[src/rtl/spi_slave_regs.sv]
// SPI slave (mode-0 style sampling) fronting a 16 x 8-bit register bank, fully in the clk domain.
// Optional macro SPIS_ADDR_CHECK_EN rejects frames whose addr[6:4] is non-zero.
module spi_slave_regs #(
    parameter int SYNC_STAGES = 2
) (
    input  logic       clk,
    input  logic       rst_n,
    input  logic       sck,
    input  logic       cs,
    input  logic       mosi,
    output logic       miso,
    output logic       miso_oe,
    input  logic [3:0] loc_addr,
    output logic [7:0] loc_rdata,
    output logic       wr_pulse,
    output logic [3:0] wr_addr,
    output logic [7:0] wr_data,
    output logic       frame_done,
    output logic       frame_err
);

    typedef enum logic [1:0] {IDLE, HDR, DATA, HOLD} state_t;

    logic [SYNC_STAGES-1:0] sck_sync_q, cs_sync_q, mosi_sync_q, vld_q;
    logic                   sck_prev_q, cs_prev_q, armed_q;
    logic                   sck_s, cs_s, mosi_s;
    logic                   sck_rise, sck_fall, cs_fall, cs_rise;

    state_t      state_q, state_d;
    logic [3:0]  cnt_q, cnt_d;
    logic [7:0]  hdr_q, hdr_d, hdr_full;
    logic [6:0]  rx_q, rx_d;
    logic [7:0]  rx_full;
    logic [7:0]  tx_q, tx_d;
    logic        miso_q, miso_d, miso_oe_q, miso_oe_d;
    logic        wr_pulse_q, wr_pulse_d, frame_done_q, frame_done_d, frame_err_q, frame_err_d;
    logic [3:0]  wr_addr_q, wr_addr_d;
    logic [7:0]  wr_data_q, wr_data_d;
    logic        bank_we, rd_ok, wr_ok;
    logic [7:0]  bank_q [16];

    // Input synchronizers plus one edge-detect flop; armed_q blocks a stale cs-low after reset
    always_ff @(posedge clk or negedge rst_n) begin
        if (!rst_n) begin
            sck_sync_q  <= '0;
            cs_sync_q   <= '1;
            mosi_sync_q <= '0;
            vld_q       <= '0;
            sck_prev_q  <= 1'b0;
            cs_prev_q   <= 1'b1;
            armed_q     <= 1'b0;
        end else begin
            sck_sync_q  <= {sck_sync_q[SYNC_STAGES-2:0], sck};
            cs_sync_q   <= {cs_sync_q[SYNC_STAGES-2:0], cs};
            mosi_sync_q <= {mosi_sync_q[SYNC_STAGES-2:0], mosi};
            vld_q       <= {vld_q[SYNC_STAGES-2:0], 1'b1};
            sck_prev_q  <= sck_s;
            cs_prev_q   <= cs_s;
            armed_q     <= armed_q | (vld_q[SYNC_STAGES-1] & cs_s);
        end
    end

    assign sck_s    = sck_sync_q[SYNC_STAGES-1];
    assign cs_s     = cs_sync_q[SYNC_STAGES-1];
    assign mosi_s   = mosi_sync_q[SYNC_STAGES-1];
    assign sck_rise = sck_s & ~sck_prev_q;
    assign sck_fall = ~sck_s & sck_prev_q;
    assign cs_fall  = armed_q & cs_prev_q & ~cs_s;
    assign cs_rise  = cs_s & ~cs_prev_q;

    assign hdr_full = {hdr_q[6:0], mosi_s};
    assign rx_full  = {rx_q, mosi_s};

`ifdef SPIS_ADDR_CHECK_EN
    assign rd_ok = (hdr_full[6:4] == 3'b000);
    assign wr_ok = (hdr_q[6:4] == 3'b000);
`else
    assign rd_ok = 1'b1;
    assign wr_ok = 1'b1;
`endif

    always_comb begin
        state_d      = state_q;
        cnt_d        = cnt_q;
        hdr_d        = hdr_q;
        rx_d         = rx_q;
        tx_d         = tx_q;
        miso_d       = miso_q;
        wr_pulse_d   = 1'b0;
        frame_done_d = 1'b0;
        frame_err_d  = 1'b0;
        wr_addr_d    = wr_addr_q;
        wr_data_d    = wr_data_q;
        bank_we      = 1'b0;
        miso_oe_d    = armed_q & ~cs_s;
        case (state_q)
            IDLE: begin
                miso_d = 1'b0;
                if (cs_fall) begin
                    state_d = HDR;
                    cnt_d   = 4'd0;
                end
            end
            HDR: begin
                if (cs_rise) begin
                    state_d     = IDLE;
                    frame_err_d = 1'b1;
                end else if (sck_rise) begin
                    hdr_d = hdr_full;
                    cnt_d = cnt_q + 4'd1;
                    if (cnt_q == 4'd7) begin
                        state_d = DATA;
                        tx_d    = (hdr_full[7] && rd_ok) ? bank_q[hdr_full[3:0]] : 8'h00;
                    end
                end
            end
            DATA: begin
                if (cs_rise) begin
                    state_d     = IDLE;
                    frame_err_d = 1'b1;
                end else if (sck_fall) begin
                    miso_d = tx_q[7];
                    tx_d   = {tx_q[6:0], 1'b0};
                end else if (sck_rise) begin
                    rx_d  = rx_full[6:0];
                    cnt_d = cnt_q + 4'd1;
                    if (cnt_q == 4'd15) begin
                        state_d      = HOLD;
                        frame_done_d = 1'b1;
                        if (!wr_ok) begin
                            frame_err_d = 1'b1;
                        end else if (!hdr_q[7]) begin
                            bank_we    = 1'b1;
                            wr_pulse_d = 1'b1;
                            wr_addr_d  = hdr_q[3:0];
                            wr_data_d  = rx_full;
                        end
                    end
                end
            end
            HOLD: begin
                if (cs_rise) state_d = IDLE;
            end
            default: state_d = IDLE;
        endcase
        if (cs_s) miso_d = 1'b0;
    end

    // Control and register bank state
    always_ff @(posedge clk or negedge rst_n) begin
        if (!rst_n) begin
            state_q      <= IDLE;
            cnt_q        <= 4'd0;
            miso_q       <= 1'b0;
            miso_oe_q    <= 1'b0;
            wr_pulse_q   <= 1'b0;
            frame_done_q <= 1'b0;
            frame_err_q  <= 1'b0;
            wr_addr_q    <= 4'd0;
            wr_data_q    <= 8'h00;
            for (int i = 0; i < 16; i++) bank_q[i] <= 8'h00;
        end else begin
            state_q      <= state_d;
            cnt_q        <= cnt_d;
            miso_q       <= miso_d;
            miso_oe_q    <= miso_oe_d;
            wr_pulse_q   <= wr_pulse_d;
            frame_done_q <= frame_done_d;
            frame_err_q  <= frame_err_d;
            wr_addr_q    <= wr_addr_d;
            wr_data_q    <= wr_data_d;
            if (bank_we) bank_q[hdr_q[3:0]] <= rx_full;
        end
    end

    // Shift registers carry data only and need no reset
    always_ff @(posedge clk) begin
        hdr_q <= hdr_d;
        rx_q  <= rx_d;
        tx_q  <= tx_d;
    end

    assign miso       = miso_q;
    assign miso_oe    = miso_oe_q;
    assign loc_rdata  = bank_q[loc_addr];
    assign wr_pulse   = wr_pulse_q;
    assign wr_addr    = wr_addr_q;
    assign wr_data    = wr_data_q;
    assign frame_done = frame_done_q;
    assign frame_err  = frame_err_q;

endmodule
[config.mk]
export PLATFORM = sky130hd
export DESIGN_NAME = spi_slave_regs
export DESIGN_NICKNAME = d
export VERILOG_FILES = /design/src/rtl/spi_slave_regs.sv
export SDC_FILE = /design/constraint.sdc
export NUM_CORES = 1
export LEC_CHECK = 0
export ABC_CLOCK_PERIOD_IN_PS = 3000
export CAP_MARGIN = 20
export CORE_MARGIN = 5
export CORE_UTILIZATION = 61
export DETAILED_ROUTE_END_ITERATION = 12
export PLACE_DENSITY = 0.76
export REMOVE_ABC_BUFFERS = 1
export SYNTH_ARGS = -nofsm -noshare
export SYNTH_HDL_FRONTEND = slang
export SYNTH_SLANG_ARGS = --single-unit
export TNS_END_PERCENT = 30
[constraint.sdc]
create_clock -name clk -period 3 [get_ports clk]
set_input_delay 0.6 -clock clk [delete_from_list [all_inputs] [get_ports clk]]
set_output_delay 0.6 -clock clk [all_outputs]
set_load 0.03 [all_outputs]
==> metrics.md <==
| Metric | Value |
|---|---|
| Status | complete, no violations |
| Critical path's slowest cell | mux4_2 |
| Largest net degree at the start of global routing | 70 |
| Synth-to-Final Area Change | 13.5% |
| Worst-path cell chain | buf_2 -> buf_12 -> buf_12 -> mux4_2 -> mux4_2 -> buf_4 |
| Worst path arrival time | 2320 ps |
| Die ar. | 17600 um2 |
| Switching Share | 0.282 |
| Mapped Area | 9170 um2 |
| Max Fclk | 343 MHz |
| Slew @ Worst Pin | 850 ps |
| Number of enable flip-flop cells after synthesis | 23 |
| Synth top area share | 0.434 |
| Crit path largest cell delay | 530 ps |
| Period utilization | 0.973 |
| Synth Instances | 621 |
| Worst-path fanout max | 15 |
| Synth Flop Type | dfrtp_1 |
| Die X | 133 um |
| Initial core utilization | 0.626 |
| Final WL | 22.6 mm |
| Worst-Skew Late Latency | 440 ps |
| HP Class | input port to async pin |
| # port buffers | 33 |
| Rows | 44 |
| CP endpoint kind | primary output |
| Total CTS buffers | 17 |
| Clk_skew | 10.8 ps |
| Worst EP required | 2400 ps |
| Top post-synthesis cells by area | dfrtp_1 43%, mux2_2 17%, mux4_2 13%, edfxtp_1 7.5%, mux2i_1 3.3% |
| Max-cap viol count | 0 |
| Mean post-synth cell area | 14.8 um2 |
| Final Net Count | 670 |
| Placed inst area | 9750 um2 |
| Comb pwr share | 0.113 |
| Non-filler instance count after layout | 852 |
| Sw Pwr | 1600 uW |
| Share of post-route cells with drive strength above 1 | 0.427 |
| Leakage | 0.00475 uW |
| Critical R2R Launch | state_q[0]$_DFFE_PN0P_ |
| Detailed placer's ending HPWL | 15.6 mm |
| RSZ-0062 raised after global routing | no |
| CTS root buf | clkbuf_16 |
| Inst Count DP | 819 |
| Slew margin rel. | 0.431 |
| Setup_tns | 0 ps |
| Initial antenna violation count | 0 |
| PD cells | 544 nW/um2 |
| Hold buffers post-CTS | 0 |
| Final max-slew violation count | 0 |
| Flop2flop setup slack | 400 ps |
| Clock period minus worst slack | 2920 ps |
| DRT iter0 DRCs | 661 |
| DP Worst Slack | -292 ps |
| FILL cells | 946 |
| Die Y | 133 um |
| Hold Vio Cnt, Final | 0 |
| Setup crit start kind | input port |
| N_diodes | 0 |
| CTS clock-pin slew for the worst setup and hold paths | 80 ps |
| Flop pwr share | 0.485 |
| Sequential-to-total area share from yosys stat | 0.518 |
| Total gr overflow | 0 |
| First-pass GRT wire length | 35.8 mm |
| Antenna Violating Nets Remaining | 0 |
| Crit Path Class | input port to primary output |
| Clk sinks | 185 |
| Asr flop ratio synth | 0.876 |
| Overall power | 5660 uW |
| DRT Pass-1 Iters | 5 |
| Internal | 4060 uW |
| Setup Viol. Count Final | 0 |
| VDD IR max | 468 uV |
| Area leader, netlist | dfrtp_1 |
| Worst setup margin | 80.6 ps |
| CTS tree | built |
| Via Count | 5855 |
| CORE AREA | 14600 um2 |
| Setup Fix Bufs, Post-CTS | 0 |
| Synth warn | 0 |
| Synth cell types | 44 |
| DR vias/cell | 6.87 |
| Routed length per instance | 26.5 um |
| Routability cong. | 0.983 |
| DRC | 0 |
| Crit path from | loc_addr[0] |
| Vias in the first global route | 5856 |
| GRT Total Usage | 0.268 |
| Fin area | 10400 um2 |
| Io pins | 34 |
| CTS H-tree lvls | 4 |
| Max Root-Sink Buffers | 2 |
| Flop and latch count out of synthesis | 185 |
| Clk pwr share | 0.402 |
## layout by cell type, fill, tap and decap left out, drive strengths merged, types with 2 or more instances in the layout
cell type,count
or2,2
nand3,5
and3,2
a221oi,9
buf,33
mux2,143
a21oi,20
a2111oi,14
nor2b,14
nand4,2
ha,6
o21ai,7
a22oi,8
mux2i,30
inv,15
dfrtp,159
clkbuf,19
mux4,51
edfxtp,23
clkdlybuf4s50,22
o22ai,14
dfstp,3
nor3,16
nor2,13
or3,3
dlygate4sd2,3
nand2,15
clkinv,5
nand2b,4
## stage by stage
step                      hold WS, ps  utilization
after floorplan                   304            -
after global placement            334        0.666
after detailed placement          336        0.666
after CTS                         168        0.710
after global routing              192        0.711
final                             134        0.711
## critical path: cells and delay by family
family / cells / cell delay, ps
buffers and inverters: 4 / 670
muxes: 2 / 1040
## cells in the mapped netlist (all sizes together) (2+ instances only)
cell type  number
a22oi           8
o21ai           7
o22ai          14
nand4           2
clkbuf         20
a2111oi        14
nand3           5
nor3           16
nand2          15
ha              6
or3             3
a21oi          20
nor2b          14
mux4           51
buf            25
and3            2
edfxtp         23
a221oi          9
dfrtp         159
mux2          143
nor2           13
or2             2
dfstp           3
nand2b          4
inv             6
mux2i          30
## registers in the layout (all words and copies together) (netlist names)
signal and cells:
bank_q 128, hdr_q 8, tx_q 8, wr_data 8, rx_q 7, cnt_q 4, wr_addr 4, cs_sync_q 2
mosi_sync_q 2, sck_sync_q 2, state_q 2, vld_q 2, armed_q 1, cs_prev_q 1, frame_done 1, frame_err 1
miso 1, miso_oe 1, sck_prev_q 1, wr_pulse 1
## power groups by stage
stage	combinational (uW)	clock, uW	sequential, uW
6_report	637	2280	2740
5_1_grt	686	2420	2750
4_1_cts	626	2300	2740
3_5_place_dp	616	0	2790
3_3_place_gp	590	0	2790
2_1_floorplan	356	0	2780
## layer usage
| metal | wire (um) | share of wire | vias up | global-route usage |
|---|---|---|---|---|
| met5 | 0 | 0 | - | 0 |
| met2 | 10100 | 0.45 | 309 | 0.377 |
| met1 | 10100 | 0.45 | 3042 | 0.408 |
| met4 | 459 | 0.020 | 0 | 0.0803 |
| li1 | - | - | 2469 | - |
| met3 | 1860 | 0.083 | 35 | 0.0786 |
## layout make-up
| type | instances | area [um2] | share of cell area |
|---|---|---|---|
| multi-input cells | 385 | 4170 | 0.401 |
| clock buffers | 18 | 450 | 0.0433 |
| inverters | 6 | 22.5 | 0.00216 |
| repair buffers | 60 | 621 | 0.0596 |
| well taps | 184 | 230 | 0.0221 |
| clock inverters | 14 | 160 | 0.0154 |
| flip-flops and latches | 185 | 4750 | 0.456 |
## logic make-up after synthesis
logic type / share of synthesized area
AO/OA/AOI/OAI: 0.0545
adder cells (fa/ha/maj): 0.00819
buffers and inverters: 0.0266
flip-flops: 0.518
multiplexers: 0.334
other: 0.000409
AND/OR/NAND/NOR: 0.0584
## worst paths after layout
check	endpoint	depth (start not counted)
worst max-delay path	loc_rdata[4]	6
worst min-delay path	sck_prev_q$_DFF_PN0_	1
worst max register to register	bank_q[107]$_DFFE_PN0P_	6
worst min register to register	vld_q[1]$_DFF_PN0_	0
max in group asynchronous	cs_prev_q$_DFF_PN1_	2
min in group clk	vld_q[1]$_DFF_PN0_	0
## timing repair
action                                  4_1_cts  5_1_grt
hold endpoints to repair                      0        0
cloned                                        1        0
endpoints found under the setup margin        8        8
resized for setup                             9        3
No activity file was read; power rests on OpenSTA's default activity.
==> RTL edit 1, RTL diff (same flow settings) <==
One comparison of `cnt_q` changes from == to >=.
--- a/src/rtl/spi_slave_regs.sv
+++ b/src/rtl/spi_slave_regs.sv
@@ -110,3 +110,3 @@
                     cnt_d = cnt_q + 4'd1;
-                    if (cnt_q == 4'd7) begin
+                    if (cnt_q >= 4'd7) begin
                         state_d = DATA;
Function: no difference found for any inputs over 10 cycles, from zero or initial values and one cycle with rst_n low; that may be too few to reach the edited logic, so the function may still have changed.
==> RTL edit 1 against the unedited design <==
Synthesized area about the same. Clock power fell by 6%. Combinational power fell by 11%. First-iteration DRC count fell by 18%. Global-route usage fell by 1.5 points. Total power decreased by 4.6%. Worst setup slack better by 36 ps. Critical path depth fell by 1. Sequential cell count is the same. Cell area is 0.93% lower. Wire length down 5.3%.
==> RTL edit 1: results (changes against the unedited design) <==
Status
  • Outcome: complete, no violations

Final layout
  • Final Net Count: 680 (+1.5%)
  • Share of cells above drive strength 1: 0.425 (-0.00187)
  • Ant diodes: 0 (unchanged)

Place
  • IO buf count: 33 (unchanged)
  • Routability Congestion: 0.906 (-7.9%)
  • Placed inst area: 9710 sq um (-0.33%)
  • Placed instance count: 829 (+1.2%)
  • Placed wire-length estimate: 15000 microns (-3.9%)

Worst setup path
  • Cell count of the worst reg-to-reg path: 6 (unchanged)
  • CP peak stage delay: 490 ps (-40 ps)
  • Worst-path fanout max: 16 (+1)
  • R2r setup slk: 490 ps (+90 ps)
  • FF-to-FF End: bank_q[51]
  • Worst setup path startpoint: loc_addr[1]
  • CP Capture Point: loc_rdata[3]
  • Kind of cell with the highest combined delay on the critical path: buffers and inverters
  • CP arrival: 2280 ps (-40 ps)

GRT
  • First-pass GRT wire length: 34700 microns (-3.1%)
  • Initial antenna violation count: 0 (unchanged)
  • Vias in the first global route: 6006 (+2.6%)
  • Pin count of the biggest net entering global routing: 163 (+130%)
  • Overall routing resource usage: 0.253 (-0.0149)

Hold path
  • Worst Hold Class: input pin to asynchronous set/reset pin

Logic synthesis
  • Ys Warns: 0 (unchanged)
  • Mux contribution to synthesized area: 0.332 (-0.00168)
  • Synth area leaders: dfrtp_1 43%, mux2_2 18%, mux4_2 13%
  • Synth top cells by count: 159 x dfrtp_1, 149 x mux2_2, 51 x mux4_2, 23 x edfxtp_1
  • XOR/XNOR share of the synthesized area: 0 (unchanged)
  • Area share of fa/ha/maj cells after synthesis: 0.00818 (about the same)
  • Synth Area in Compound Gates: 0.0580 (+0.00349)
  • Synth Instances: 633 (+1.9%)
  • Post-synth cell types: 53 (+20%)
  • Register area share after synthesis: 0.518 (about the same)

CTS
  • Postcts setup bufs: 0 (unchanged)
  • Post-CTS resize count: 1 (-8)
  • Root buf cell: clkbuf_16

Routing
  • Wire length per cell: 24.8 microns (-6.4%)
  • Number of DRC markers in iteration 0: 541 (-18%)
  • Via/cell ratio: 6.69 (-2.7%)
  • Vias: 5766 (-1.5%)

Power
  • Internal power: 3.95 mW (-2.6%)
  • IR Drop Worst-Case VDD: 0.520 mV (+11%)
  • Top power group: registers
  • P_leak: 4.62 nW (-2.7%)
  • Clock Power Share: 0.399 (-0.003)
  • Seq. pwr: 2.67 mW (-3%)

Timing
  • Fin Hold WS: 280 ps (+146 ps)
  • Clock Skew: 6.80 ps (-3.98 ps)
  • Slew @ Worst Pin: 892 ps (+42.3 ps)
## RTL edit 1: final cells by class
class / count / area, sq um
Fill cell: 978 / 4330
Multi-Input combinational cell: 400 / 4210
Inverter: 5 / 18.8
Tap cell: 184 / 230
Sequential cell: 185 / 4750
Clock inverter: 13 / 110
Clock buffer: 19 / 454
Timing Repair Buffer: 56 / 541
## RTL edit 1: routing by layer
| metal | global-route usage | up-vias | wire length (microns) |
|---|---|---|---|
| li1 | - | 2488 | - |
| met1 | 0.366 | 3014 | 9240 |
| met2 | 0.395 | 237 | 10300 |
| met3 | 0.0577 | 27 | 1520 |
| met4 | 0.0624 | 0 | 290 |
| met5 | 0 | - | 0 |
## RTL edit 1: through the flow
step                      worst slack (ps)  total power [mW]
after floorplan                       -145              3.03
after global placement                44.0              3.23
after detailed placement           -0.0699              3.27
after CTS                              125              5.41
after global routing                  82.8              5.60
final                                  117              5.40
==> RTL edit 2, RTL diff (same flow settings) <==
Without the edit above. The parameter `SYNC_STAGES` goes from 2 to 4.
--- a/src/rtl/spi_slave_regs.sv
+++ b/src/rtl/spi_slave_regs.sv
@@ -3,3 +3,3 @@
 module spi_slave_regs #(
-    parameter int SYNC_STAGES = 2
+    parameter int SYNC_STAGES = 4
 ) (
Behaviour: not the same (a bounded check fails within 10 cycles, from zero or initial values and one cycle with rst_n low).
==> RTL edit 2 against the unedited design <==
Wire length decreased by 0.62%. Count of clock-buffer cells in the layout rose by 1. Critical path depth decreased by 1. Non-clock buffer count is 1 lower. Worst setup slack improved by 5.6 ps. Die area increased by 2.0%. Total power is 1.0% higher. Critical endpoint unchanged. Synthesized area up 2.2%. Combinational power is essentially flat. Sequential cell count increased by 8. Cell area is 1.4% higher.
==> RTL edit 2: results (changes against the unedited design) <==
Final layout
  • Share of cells above drive strength 1: 0.425 (-0.00146)
  • Final Net Count: 677 (+1.0%)

Logic synthesis
  • Fraction of registers with async set/reset: 0.881 (+0.00515)
  • Largest family of logic cells by synthesized area: multiplexers
  • Synth top cells by count: 165 x dfrtp_1, 140 x mux2_2, 51 x mux4_2, 30 x mux2i_1, 23 x edfxtp_1
  • Synth Area in Compound Gates: 0.0533 (-0.00118)
  • Mux contribution to synthesized area: 0.327 (-0.00722)
  • Area share of fa/ha/maj cells after synthesis: 0.00801 (-0.000177)
  • Synth area leaders: dfrtp_1 44%, mux2_2 17%, mux4_2 12%
  • Register area share after synthesis: 0.529 (+0.0104)

Power
  • IR Drop Worst-Case VDD: 0.475 mV (+1.5%)
  • P_leak: 4.81 nW (+1.2%)
  • Internal power: 4.14 mW (+2.0%)
  • Seq. pwr: 2.87 mW (+5%)
  • Clk. pwr: 2.21 mW (-3%)

Status
  • Outcome: complete, no violations

Worst setup path
  • Worst-path fanout max: 17 (+2)
  • R2r setup slk: a little under 400 ps

Timing
  • Fin Hold WS: 158 ps (+23.9 ps)
  • Relative slew slack: 0.423 (-0.00838)
  • Clock Skew: 8.82 ps (-1.96 ps)

Place
  • Placed wire-length estimate: 15800 microns (+1.3%)
  • Routability Congestion: 0.925 (-5.9%)
  • Placed inst area: 9920 sq um (+1.8%)
  • IO buf count: 33 (unchanged)

Routing
  • Number of DRC markers in iteration 0: 738 (+12%)
  • Initial DRT Pass Iterations: 7 (+2)
  • Vias: 5896 (+0.70%)

GRT
  • Initial antenna violation count: 1 (+1)
  • Vias in the first global route: 6111 (+4.4%)
  • First-pass GRT wire length: 36000 microns (+0.54%)
-- RTL edit 2: cell type report --
| cell class | instances | area (sq um) |
|---|---|---|
| fill | 989 | 4590 |
| multi-input combinational | 385 | 4170 |
| timing repair buffer | 59 | 602 |
| clock inverter | 13 | 118 |
| tap | 188 | 235 |
| sequential | 193 | 4950 |
| clock buffer | 19 | 453 |
| inverter | 6 | 22.5 |
-- RTL edit 2: timing repair --
| action | in CTS | in global routing |
|---|---|---|
| buffers inserted | 1 | 0 |
| resized for setup | 7 | 2 |
| gates cloned | 1 | 0 |
| endpoints found under the setup margin | 8 | 4 |
-- RTL edit 2: logic make-up after synthesis --
group,count (synthesis)
other,1
AOI/OAI and AO/OA,74
DFF,193
and+or+nand+nor,80
adders and majority gates,6
muxes,224
buffers and inverters,51
-- RTL edit 2: critical path: stages --
cell,delay [ps]
buf_2,220
buf_8,260
mux4_2,540
mux4_2,500
buf_4,190
-- RTL edit 2: worst paths after layout --
check / startpoint / endpoint / cells after the start
min in group clk: mosi_sync_q[1] / mosi_sync_q[2] / 0
hold reg to reg: mosi_sync_q[1] / mosi_sync_q[2] / 0
hold / removal: rst_n / cnt_q[1] / 1
setup / recovery: loc_addr[0] / loc_rdata[4] / 5
setup reg to reg: state_q[0] / bank_q[17] / 6
max in group asynchronous: rst_n / bank_q[61] / 2
-- RTL edit 2: stage by stage --
step,instances,setup slack [ps],TNS [ps]
final,863,86.2,0
after global routing,863,18.0,0
after CTS,863,46.0,0
after detailed placement,829,-287,-1340
after global placement,829,-254,-911
after floorplan,584,-319,-2230
-- RTL edit 2: metal layers --
metal,GRT usage,wire (microns)
met5,0,13
met4,0.0857,487
met3,0.0675,1980
met1,0.387,9700
met2,0.395,10300
